<file path="config.mk">
export PLATFORM = sky130hd
export DESIGN_NAME = seq_test_controller
export DESIGN_NICKNAME = d
export VERILOG_FILES = /design/src/rtl/seq_ctrl_pkg.sv /design/src/rtl/seq_tick_gen.sv /design/src/rtl/seq_test_controller.sv
export SDC_FILE = /design/constraint.sdc
export NUM_CORES = 1
export LEC_CHECK = 0
export ABC_AREA = 1
export CAP_MARGIN = 15
export CELL_PAD_IN_SITES_DETAIL_PLACEMENT = 1
export CELL_PAD_IN_SITES_GLOBAL_PLACEMENT = 1
export CORE_ASPECT_RATIO = 1.25
export CORE_MARGIN = 3
export CORE_UTILIZATION = 40
export DETAILED_ROUTE_END_ITERATION = 7
export PLACE_DENSITY = 0.75
export SLEW_MARGIN = 25
export SYNTH_ARGS = -nofsm -noshare
export SYNTH_HDL_FRONTEND = slang
export SYNTH_HIERARCHICAL = 1
export SYNTH_SLANG_ARGS = --single-unit
</file>
<file path="constraint.sdc">
create_clock -name cp -period 3.6 [get_ports cp]
set_input_delay 0.36 -clock cp [delete_from_list [all_inputs] [get_ports cp]]
set_output_delay 0.36 -clock cp [all_outputs]
set_load 0.01 [all_outputs]
</file>
<file path="src/rtl/seq_ctrl_pkg.sv">
// seq_ctrl_pkg: shared controller state enum and run-mode constants
package seq_ctrl_pkg;
  typedef enum logic [2:0] {IDLE, CLEAR, APPLY, ADVANCE, CHECK, DONE} state_t;
  localparam logic AUTO = 1'b0;
  localparam logic STEP = 1'b1;
endpackage

</file>
<file path="src/rtl/seq_tick_gen.sv">
// seq_tick_gen: DIV-cycle counter with sync clear and enable, one-cycle tick on the last count
module seq_tick_gen #(
  parameter int DIV = 50_000_000
) (
  input  logic clk,
  input  logic rst,
  input  logic clr,
  input  logic en,
  output logic tick
);
  localparam int CW = $clog2(DIV);
  logic [CW-1:0] cnt;
  assign tick = en && cnt == CW'(DIV - 1);
  // count enabled cycles, wrapping after the tick; clear restarts the period
  always_ff @(posedge clk or posedge rst)
    if (rst) cnt <= '0;
    else if (clr) cnt <= '0;
    else if (en) cnt <= tick ? '0 : cnt + CW'(1);
endmodule

</file>
<file path="src/rtl/seq_test_controller.sv">
// seq_test_controller: runs a serial pattern through a sequential circuit and logs/checks its z response
module seq_test_controller import seq_ctrl_pkg::*; #(
  parameter int LEN = 8,
  parameter int DIV = 50_000_000
) (
  input  logic                    cp,
  input  logic                    rd,
  input  logic                    start,
  input  logic                    mode,
  input  logic                    step_btn,
  input  logic [LEN-1:0]          pattern,
  input  logic [LEN-1:0]          expected,
  input  logic                    z,
  output logic                    x,
  output logic                    dut_en,
  output logic                    dut_clr,
  output logic [LEN-1:0]          z_log,
  output logic [$clog2(LEN)-1:0]  step_idx,
  output logic                    busy,
  output logic                    done,
  output logic                    pass
);
  localparam int IW = $clog2(LEN);
  state_t state, state_n;
  logic mode_r, tick, last, launch;
  logic [LEN-1:0] pattern_r, expect_r;
  assign last = step_idx == IW'(LEN - 1);
  assign launch = (state == IDLE || state == DONE) && start;
  // the tick counter restarts whenever APPLY is about to be entered
  seq_tick_gen #(.DIV(DIV)) u_tick (
    .clk  (cp),
    .rst  (rd),
    .clr  (state == CLEAR || state == ADVANCE),
    .en   (state == APPLY && mode_r == AUTO),
    .tick (tick)
  );
  // state register
  always_ff @(posedge cp or posedge rd)
    if (rd) state <= IDLE;
    else state <= state_n;
  // next state and state-decoded outputs
  always_comb begin
    state_n = state;
    x       = 1'b0;
    dut_en  = 1'b0;
    dut_clr = 1'b0;
    busy    = 1'b1;
    done    = 1'b0;
    case (state)
      IDLE: begin
        busy    = 1'b0;
        dut_clr = 1'b1;
        state_n = start ? CLEAR : IDLE;
      end
      CLEAR: begin
        dut_clr = 1'b1;
        state_n = APPLY;
      end
      APPLY: begin
        x       = pattern_r[step_idx];
        state_n = (mode_r == STEP ? step_btn : tick) ? ADVANCE : APPLY;
      end
      ADVANCE: begin
        x       = pattern_r[step_idx];
        dut_en  = 1'b1;
        state_n = last ? CHECK : APPLY;
      end
      CHECK: state_n = DONE;
      DONE: begin
        busy    = 1'b0;
        done    = 1'b1;
        state_n = start ? CLEAR : DONE;
      end
      default: state_n = IDLE;
    endcase
  end
  // run latches, z capture, step index and verdict; cleared as the run launches so CLEAR shows a fresh log
  always_ff @(posedge cp or posedge rd)
    if (rd) begin
      mode_r    <= AUTO;
      pattern_r <= '0;
      expect_r  <= '0;
      z_log     <= '0;
      step_idx  <= '0;
      pass      <= 1'b0;
    end else begin
      if (launch) begin
        mode_r    <= mode;
        pattern_r <= pattern;
        expect_r  <= expected;
        z_log     <= '0;
        step_idx  <= '0;
        pass      <= 1'b0;
      end
      if (state == ADVANCE) begin
        z_log[step_idx] <= z;
        if (!last) step_idx <= step_idx + IW'(1);
      end
      if (state == CHECK) pass <= z_log == expect_r;
    end
endmodule
</file>
### Yosys cells after proc, flatten, opt, wreduce, memory -nomap -nowiden

Cells that the tools add are included.

| operators by class | value |
|---|---|
| add/sub/neg operators | 2 |
| multipliers | 0 |
| div/mod/pow operators | 0 |
| magnitude comparators | 2 |
| equal/unequal tests | 8 |
| shifts and indexed selects | 0 |
| multiplexer cells | 26 |
| bitwise logic cells | 1 |
| reductions and logical operators | 12 |

Operators with widths:

| kind | count |
|---|---|
| $mux 26 | 3 |
| $add 26x1->26 const B | 1 |
| $eq 26x26->1 const B | 1 |
| $pmux 3 s6 | 1 |
| $mux 8 | 2 |
| $mux 3 | 5 |
| $mux 1 | 12 |
| $eq 3x3->1 const B | 3 |
| $bwmux 8 | 1 |
| $eq 8x8->1 | 1 |
| $eq 3x2->1 const B | 2 |
| $reduce_or 2->1 | 3 |
| $logic_and 1x1->1 | 4 |
| $lt 3x4->1 const B | 1 |
| $reduce_bool 2->1 | 2 |
| $add 3x1->3 const B | 1 |
| $bmux 1 s3 | 1 |
| $demux 1 s3 | 1 |
| $eq 3x1->1 const B | 1 |
| $ge 3x1->1 const B | 1 |
| $logic_not 3->1 | 1 |
| $logic_or 1x1->1 | 2 |
| $not 1->1 | 1 |

| word-level totals | value |
|---|---|
| register bits after elaboration | 58 |
| bits in latches | 0 |
| bits in writable memories | 0 |
| ROM bits | 0 |
| input bits | 22 |
| logic and storage cells | 59 |
| memories | 0 |

### Logic depth before layout (Yosys ltp)

| logic depth | value |
|---|---|
| depth in word-level cells | 6 |
| depth in mapped cells | 12 |
| depth with buffers taken out | 12 |

### Hierarchy

The synthesis kept the hierarchy.

Modules (own cells, without submodules):

| module | times used | cells an instance | area each (um^2) | seq. area each (um^2) |
|---|---|---|---|---|
| seq_tick_gen | 1 | 253 | 1687.9 | 650.6 |
| seq_test_controller | 1 | 218 | 1684.1 | 800.8 |

### Least setup slack after synthesis

No wires, ideal clock.

| path | value |
|---|---|
| path kind | reg-to-reg |
| start | reg state[1] |
| end | reg u_tick.cnt[17] |
| setup time | 123 ps |
| arrival | 1655 ps |
| path slack | 1823 ps |
| stages on the path, launching flop included | 12 |
| buffers on the path | 0 |
| period minus slack after synthesis | 1777 ps |
| cell sequence | dfrtp_1 -> clkinv_1 -> nor3_1 -> inv_1 -> nor2_1 -> nor2_1 -> inv_2 -> nand3_1 -> nor2_1 -> nand2_1 -> nor2_1 -> nor3_1 |

| between the ends | value |
|---|---|
| cells in the longest elaborated chain, start to end | 6 |
| elaborated cells between the ends (all ways) | 10 |
| classes of those cells | eq/ne (3); mux (3); reduce/logical (4) |

Ends and longest elaborated chain:

| element | RTL line | RTL |
|---|---|---|
| start, declared | seq_test_controller.sv:24 | `state_t state, state_n;` |
| start signal, assigned | seq_test_controller.sv:40 | `else state <= state_n;` |
| $eq 3x2->1 | seq_test_controller.sv:34 | `.en (state == APPLY && mode_r == AUTO),` |
| $logic_and 1x1->1 | seq_test_controller.sv:34 |  |
| $logic_and 1x1->1 | seq_tick_gen.sv:13 | `assign tick = en && cnt == CW'(DIV - 1);` |
| $mux 26 (2 in a row) | seq_tick_gen.sv:18 | `else if (en) cnt <= tick ? '0 : cnt + CW'(1);` |
| $mux 26 | seq_tick_gen.sv:17 | `else if (clr) cnt <= '0;` |
| end signal, assigned | seq_tick_gen.sv:18 |  |
| end, declared | seq_tick_gen.sv:12 | `logic [CW-1:0] cnt;` |

Several ways; a longest one is shown, not always the timed one. The select of a mux whose other input is x is not followed.
A chain may end at the register's enable or synchronous reset.

### Worst setup path in the final report

| path | value |
|---|---|
| start | reg step_idx[2] |
| end | out x |

| between the ends | value |
|---|---|
| cells in the longest elaborated chain, start to end | 3 |

Ends and longest elaborated chain:

| element | RTL line | RTL |
|---|---|---|
| start, declared | seq_test_controller.sv:18 | `output logic [$clog2(LEN)-1:0] step_idx,` |
| start signal, assigned | seq_test_controller.sv:97 | `if (!last) step_idx <= step_idx + IW'(1);` |
| $bmux 1 s3 | seq_test_controller.sv:60, seq_test_controller.sv:64 |  |
| $mux 1 (implied by the code) | seq_test_controller.sv:60, seq_test_controller.sv:64 |  |
| $mux 1 | -- |  |
| end, declared | seq_test_controller.sv:14 | `output logic x,` |

No other way between the ends. The select of a mux whose other input is x is not followed.

==> impl_results.html <==
<table>
<tr><th>Metric</th><th>Value</th></tr>
<tr><th colspan="2">Power</th></tr>
<tr><td>Share of total power consumed by net switching</td><td>40.41%</td></tr>
<tr><td>Internal power</td><td>1457 µW</td></tr>
<tr><td>P_sw</td><td>988.2 µW</td></tr>
<tr><td>Share of total power in combinational logic</td><td>37.3%</td></tr>
<tr><td>Sequential share of power</td><td>38.4%</td></tr>
<tr><td>Ratio of total power to cell area</td><td>610.4 nW/µm²</td></tr>
<tr><td>Sum of internal, switching and leakage power</td><td>2445 µW</td></tr>
<tr><td>Leakage power</td><td>0.001844 µW</td></tr>
<tr><td>IR Drop Worst-Case VDD</td><td>0.3975 mV</td></tr>
<tr><td>Clock network fraction of total power</td><td>24.3%</td></tr>
<tr><th colspan="2">Routing</th></tr>
<tr><td>Routed length per instance</td><td>16.42 µm</td></tr>
<tr><td>Count of TritonRoute iterations in the first routing pass</td><td>4</td></tr>
<tr><td>DRT antenna net count</td><td>0</td></tr>
<tr><td>Total number of vias</td><td>3214</td></tr>
<tr><td>Final wirelength</td><td>10.05 mm</td></tr>
<tr><td>Via/cell ratio</td><td>5.252</td></tr>
<tr><td>DRC violation count after routing</td><td>0</td></tr>
<tr><td>DR iter-0 viols</td><td>114</td></tr>
<tr><th colspan="2">Global route</th></tr>
<tr><td>Maximum number of pins on one net before global-route repair</td><td>33</td></tr>
<tr><td>Total routing resource utilization after global routing</td><td>23.24%</td></tr>
<tr><td>Antenna violations before repair</td><td>0</td></tr>
<tr><td>Overall overflow remaining after global route</td><td>0</td></tr>
<tr><td>Via count of the first global-routing pass</td><td>3543</td></tr>
<tr><td>First-pass GRT wire length</td><td>17.00 mm</td></tr>
<tr><th colspan="2">STA</th></tr>
<tr><td>Minimum clock period after layout</td><td>2463 ps</td></tr>
<tr><td>Timing-limited maximum frequency</td><td>406.0 MHz</td></tr>
<tr><td>Unrepaired setup endpoints after global routing</td><td>false</td></tr>
<tr><td>Slew Limit Headroom</td><td>61.59%</td></tr>
<tr><td>Total negative slack</td><td>0 ps</td></tr>
<tr><td>Clock Skews</td><td>8.124 ps</td></tr>
<tr><td>Pins Over Slew Limit</td><td>0</td></tr>
<tr><td>Transition at the pin with the smallest max-transition slack</td><td>574.0 ps</td></tr>
<tr><td>Post-route worst setup slack</td><td>1137 ps</td></tr>
<tr><td>Post-route fraction of the period consumed by the critical path</td><td>68.42%</td></tr>
<tr><td>Final setup vio count</td><td>0</td></tr>
<tr><td>Final hold violation count</td><td>0</td></tr>
<tr><th colspan="2">Logic synthesis</th></tr>
<tr><td>Area share of the largest cell type after synthesis</td><td>43.04%</td></tr>
<tr><td>Synth cell types</td><td>30</td></tr>
<tr><td>Share of synthesized cell area in full adder, half adder and majority cells</td><td>1.855%</td></tr>
<tr><td>Synthesized-area fraction occupied by and/or/nand/nor cells</td><td>39.33%</td></tr>
<tr><td>Ranking of synthesized cells by area</td><td>sky130_fd_sc_hd__dfrtp_1 (43%), sky130_fd_sc_hd__nand2_1 (16%), sky130_fd_sc_hd__nand3_1 (9.2%), sky130_fd_sc_hd__nor2_1 (8.1%), sky130_fd_sc_hd__inv_1 (5.5%)</td></tr>
<tr><td>Cell area after synthesis</td><td>3372 µm²</td></tr>
<tr><td>Sequential-to-total area share from yosys stat</td><td>43.04%</td></tr>
<tr><td>Xor and xnor fraction of the mapped netlist area</td><td>4.416%</td></tr>
<tr><td>Compound-cell area share of the yosys netlist</td><td>3.488%</td></tr>
<tr><td>Combinational family with the most area after synthesis</td><td>simple AND/OR/NAND/NOR gates</td></tr>
<tr><td>Instance count of the mapped netlist</td><td>471</td></tr>
<tr><td>Post-Syn Nets</td><td>498</td></tr>
<tr><td>Mean post-synth cell area</td><td>7.159 µm²</td></tr>
<tr><td>Cell taking the most area after synthesis</td><td>sky130_fd_sc_hd__dfrtp_1</td></tr>
<tr><td>Ys Warns</td><td>6</td></tr>
<tr><td>Multiplexer share of the synthesized area</td><td>0%</td></tr>
<tr><td>Number of register bits inferred by synthesis</td><td>58</td></tr>
<tr><th colspan="2">Layout</th></tr>
<tr><td>Most common library cell in the layout ignoring fill and taps</td><td>sky130_fd_sc_hd__nand2_1</td></tr>
<tr><td>Total inserted antenna cells</td><td>0</td></tr>
<tr><td>Core occupancy in the finished layout</td><td>49.97%</td></tr>
<tr><td>Most frequent cells in the layout</td><td>sky130_fd_sc_hd__nand2_1 (140), sky130_fd_sc_hd__nor2_1 (73), sky130_fd_sc_hd__nand3_1 (62)</td></tr>
<tr><td>P&amp;R area growth vs syn</td><td>18.81%</td></tr>
<tr><td>Number of fillers in the final layout</td><td>1053</td></tr>
<tr><td>Final cell area excluding filler cells</td><td>4006 µm²</td></tr>
<tr><td>Final nets</td><td>539</td></tr>
<tr><td>Layout cells sized above 1</td><td>5.803%</td></tr>
<tr><th colspan="2">Clock tree</th></tr>
<tr><td>Buffers from clock root to sink, at most</td><td>2</td></tr>
<tr><td>Buffer cell driving the clock tree root</td><td>sky130_fd_sc_hd__clkbuf_8</td></tr>
<tr><td>Resized Gates After CTS</td><td>0</td></tr>
<tr><td>Buffers inserted during post-CTS setup optimization</td><td>0</td></tr>
<tr><td>Level count of the clock H-tree</td><td>3</td></tr>
<tr><td>Insertion delay of the later-clocked pin in the worst-skew pair</td><td>330 ps</td></tr>
<tr><td>TritonCTS buffer count</td><td>9</td></tr>
<tr><td>CTS tree</td><td>yes</td></tr>
<tr><td>Sink Count</td><td>58</td></tr>
<tr><td>Clock transition at path regs</td><td>70 ps</td></tr>
<tr><td>Number of hold-repair buffers added at the cts stage</td><td>0</td></tr>
<tr><th colspan="2">Critical path</th></tr>
<tr><td>Cell with the largest stage delay on the worst path</td><td>sky130_fd_sc_hd__clkdlybuf4s50_1</td></tr>
<tr><td>Critical path start-end classification</td><td>reg -&gt; out</td></tr>
<tr><td>Crit path max-delay family</td><td>buffers and inverters</td></tr>
<tr><td>List of cells traversed by the critical path</td><td>inv_1, nor2_1, o211ai_1, nand2_1, nor2_1, nor2_1, clkdlybuf4s50_1</td></tr>
<tr><td>Worst path buffer plus inverter count</td><td>2</td></tr>
<tr><td>Arrival @ worst endpoint</td><td>2100 ps</td></tr>
<tr><td>Peak fanout along the critical path</td><td>8</td></tr>
<tr><td>Crit path capture type</td><td>output port</td></tr>
<tr><td>Startpoint Class</td><td>register</td></tr>
<tr><td>Most used cell along the critical path</td><td>sky130_fd_sc_hd__nor2_1</td></tr>
<tr><td>Peak per-stage delay on the critical path</td><td>550 ps</td></tr>
<tr><td>Critical Path RT</td><td>3240 ps</td></tr>
<tr><th colspan="2">Outcome</th></tr>
<tr><td>Status</td><td>completed</td></tr>
<tr><th colspan="2">Min path</th></tr>
<tr><td>Classification of the worst-slack hold path</td><td>in -&gt; async</td></tr>
<tr><th colspan="2">Die</th></tr>
<tr><td>Cell Rows</td><td>36</td></tr>
<tr><td>Die Ht</td><td>108.7 µm</td></tr>
<tr><td>Area inside the core boundary</td><td>8018 µm²</td></tr>
<tr><td>Initial Utilization</td><td>42.06%</td></tr>
<tr><td>Chip Width</td><td>88.12 µm</td></tr>
<tr><td>Number of top-level pins</td><td>39</td></tr>
<tr><td>Die area</td><td>9574 µm²</td></tr>
<tr><th colspan="2">Placement</th></tr>
<tr><td>Dpl hpwl</td><td>7.566 mm</td></tr>
<tr><td>Final weighted congestion in routability-driven placement</td><td>0.9264</td></tr>
<tr><td>IO buf count</td><td>38</td></tr>
<tr><td>Post-placement worst setup slack</td><td>1354 ps</td></tr>
<tr><td>Cell area reported after detailed placement</td><td>3820 µm²</td></tr>
<tr><th colspan="2">Flow run</th></tr>
<tr><td># Max-Cap Violations</td><td>0</td></tr>
</table>
state kept, by name (all words and copies together) (netlist names):
name        flops
pattern_r       8
step_idx        3
expect_r        8
mode_r          1
state           3
pass            1
u_tick/cnt     26
z_log           8
cells by family (layout without fill, tap and decap cells):
kind of cell               Yosys count  in the layout
DFF                                 58             58
xor gates and xnor gates            17             17
buffers and inverters               62            108
adders and majority gates            5              5
AOI/OAI and AO/OA                   20             20
and+or+nand+nor                    309            309
per-stage QoR:
stage	std cells	hold WS, ps
2_1_floorplan	471	400.0
3_5_place_dp	596	462.3
3_3_place_gp	596	456.7
4_1_cts	612	440.4
5_1_grt	612	489.2
6_report	612	428.8
synth_stat cells, drive strengths merged:
library cell,number
a21oi,10
buf,9
clkbuf,2
clkinv,1
dfrtp,58
ha,5
inv,50
nand2,144
nand3,64
nand3b,2
nand4,8
nor2,75
nor3,11
nor3b,2
nor4,1
o211ai,2
o21ai,7
o22ai,1
or2,2
xnor2,10
xor2,7
routing by layer:
metal	vias to the layer above	track usage (%)	wire, µm
met1	1563	24.85	3866
met2	67	44.18	5665
met5	-	0	0
met3	16	4.384	289
li1	1568	-	-
met4	0	8.963	226
power by group through the flow:
stage	logic (µW)	registers, µW	clock network (µW)
after global placement	891	948	0
final	912	940	594
after CTS	929	944	614
after floorplan	628	922	0
after global routing	1040	969	649
after detailed placement	922	955	0
worst register-to-register path: stages, from the launching register on:
cell                       delay [ps]
sky130_fd_sc_hd__dfrtp_1          400
sky130_fd_sc_hd__clkinv_1         160
sky130_fd_sc_hd__nor3_1           220
sky130_fd_sc_hd__inv_1             90
sky130_fd_sc_hd__nor2_1           230
sky130_fd_sc_hd__nor2_1            70
sky130_fd_sc_hd__buf_4            200
sky130_fd_sc_hd__inv_2            190
sky130_fd_sc_hd__nand3_1          180
sky130_fd_sc_hd__nor2_1           200
sky130_fd_sc_hd__nor2_1            60
sky130_fd_sc_hd__nor3b_1          200
path summary, 6_finish.rpt:
path,from,to,slack (ps),cells after the start
min in group cp,pattern_r[4],pattern_r[4],470,2
min reg2reg,pattern_r[4],pattern_r[4],470,2
max in group asynchronous,rd,u_tick/cnt[25],2790,2
max,step_idx[2],x,1140,7
min,rd,u_tick/cnt[1],430,2
max reg2reg,state[1],u_tick/cnt[9],1340,11
cell type report:
type | count | area (µm²) | area share, %
multi-input combinational | 351 | 1655 | 41.32
sequential | 58 | 1451 | 36.23
timing repair buffer | 41 | 402.9 | 10.06
inverter | 51 | 191.4 | 4.778
clock buffer | 11 | 131.4 | 3.279
tap | 95 | 118.9 | 2.967
clock inverter | 5 | 55.05 | 1.374
(Power assumes the default switching activity.)
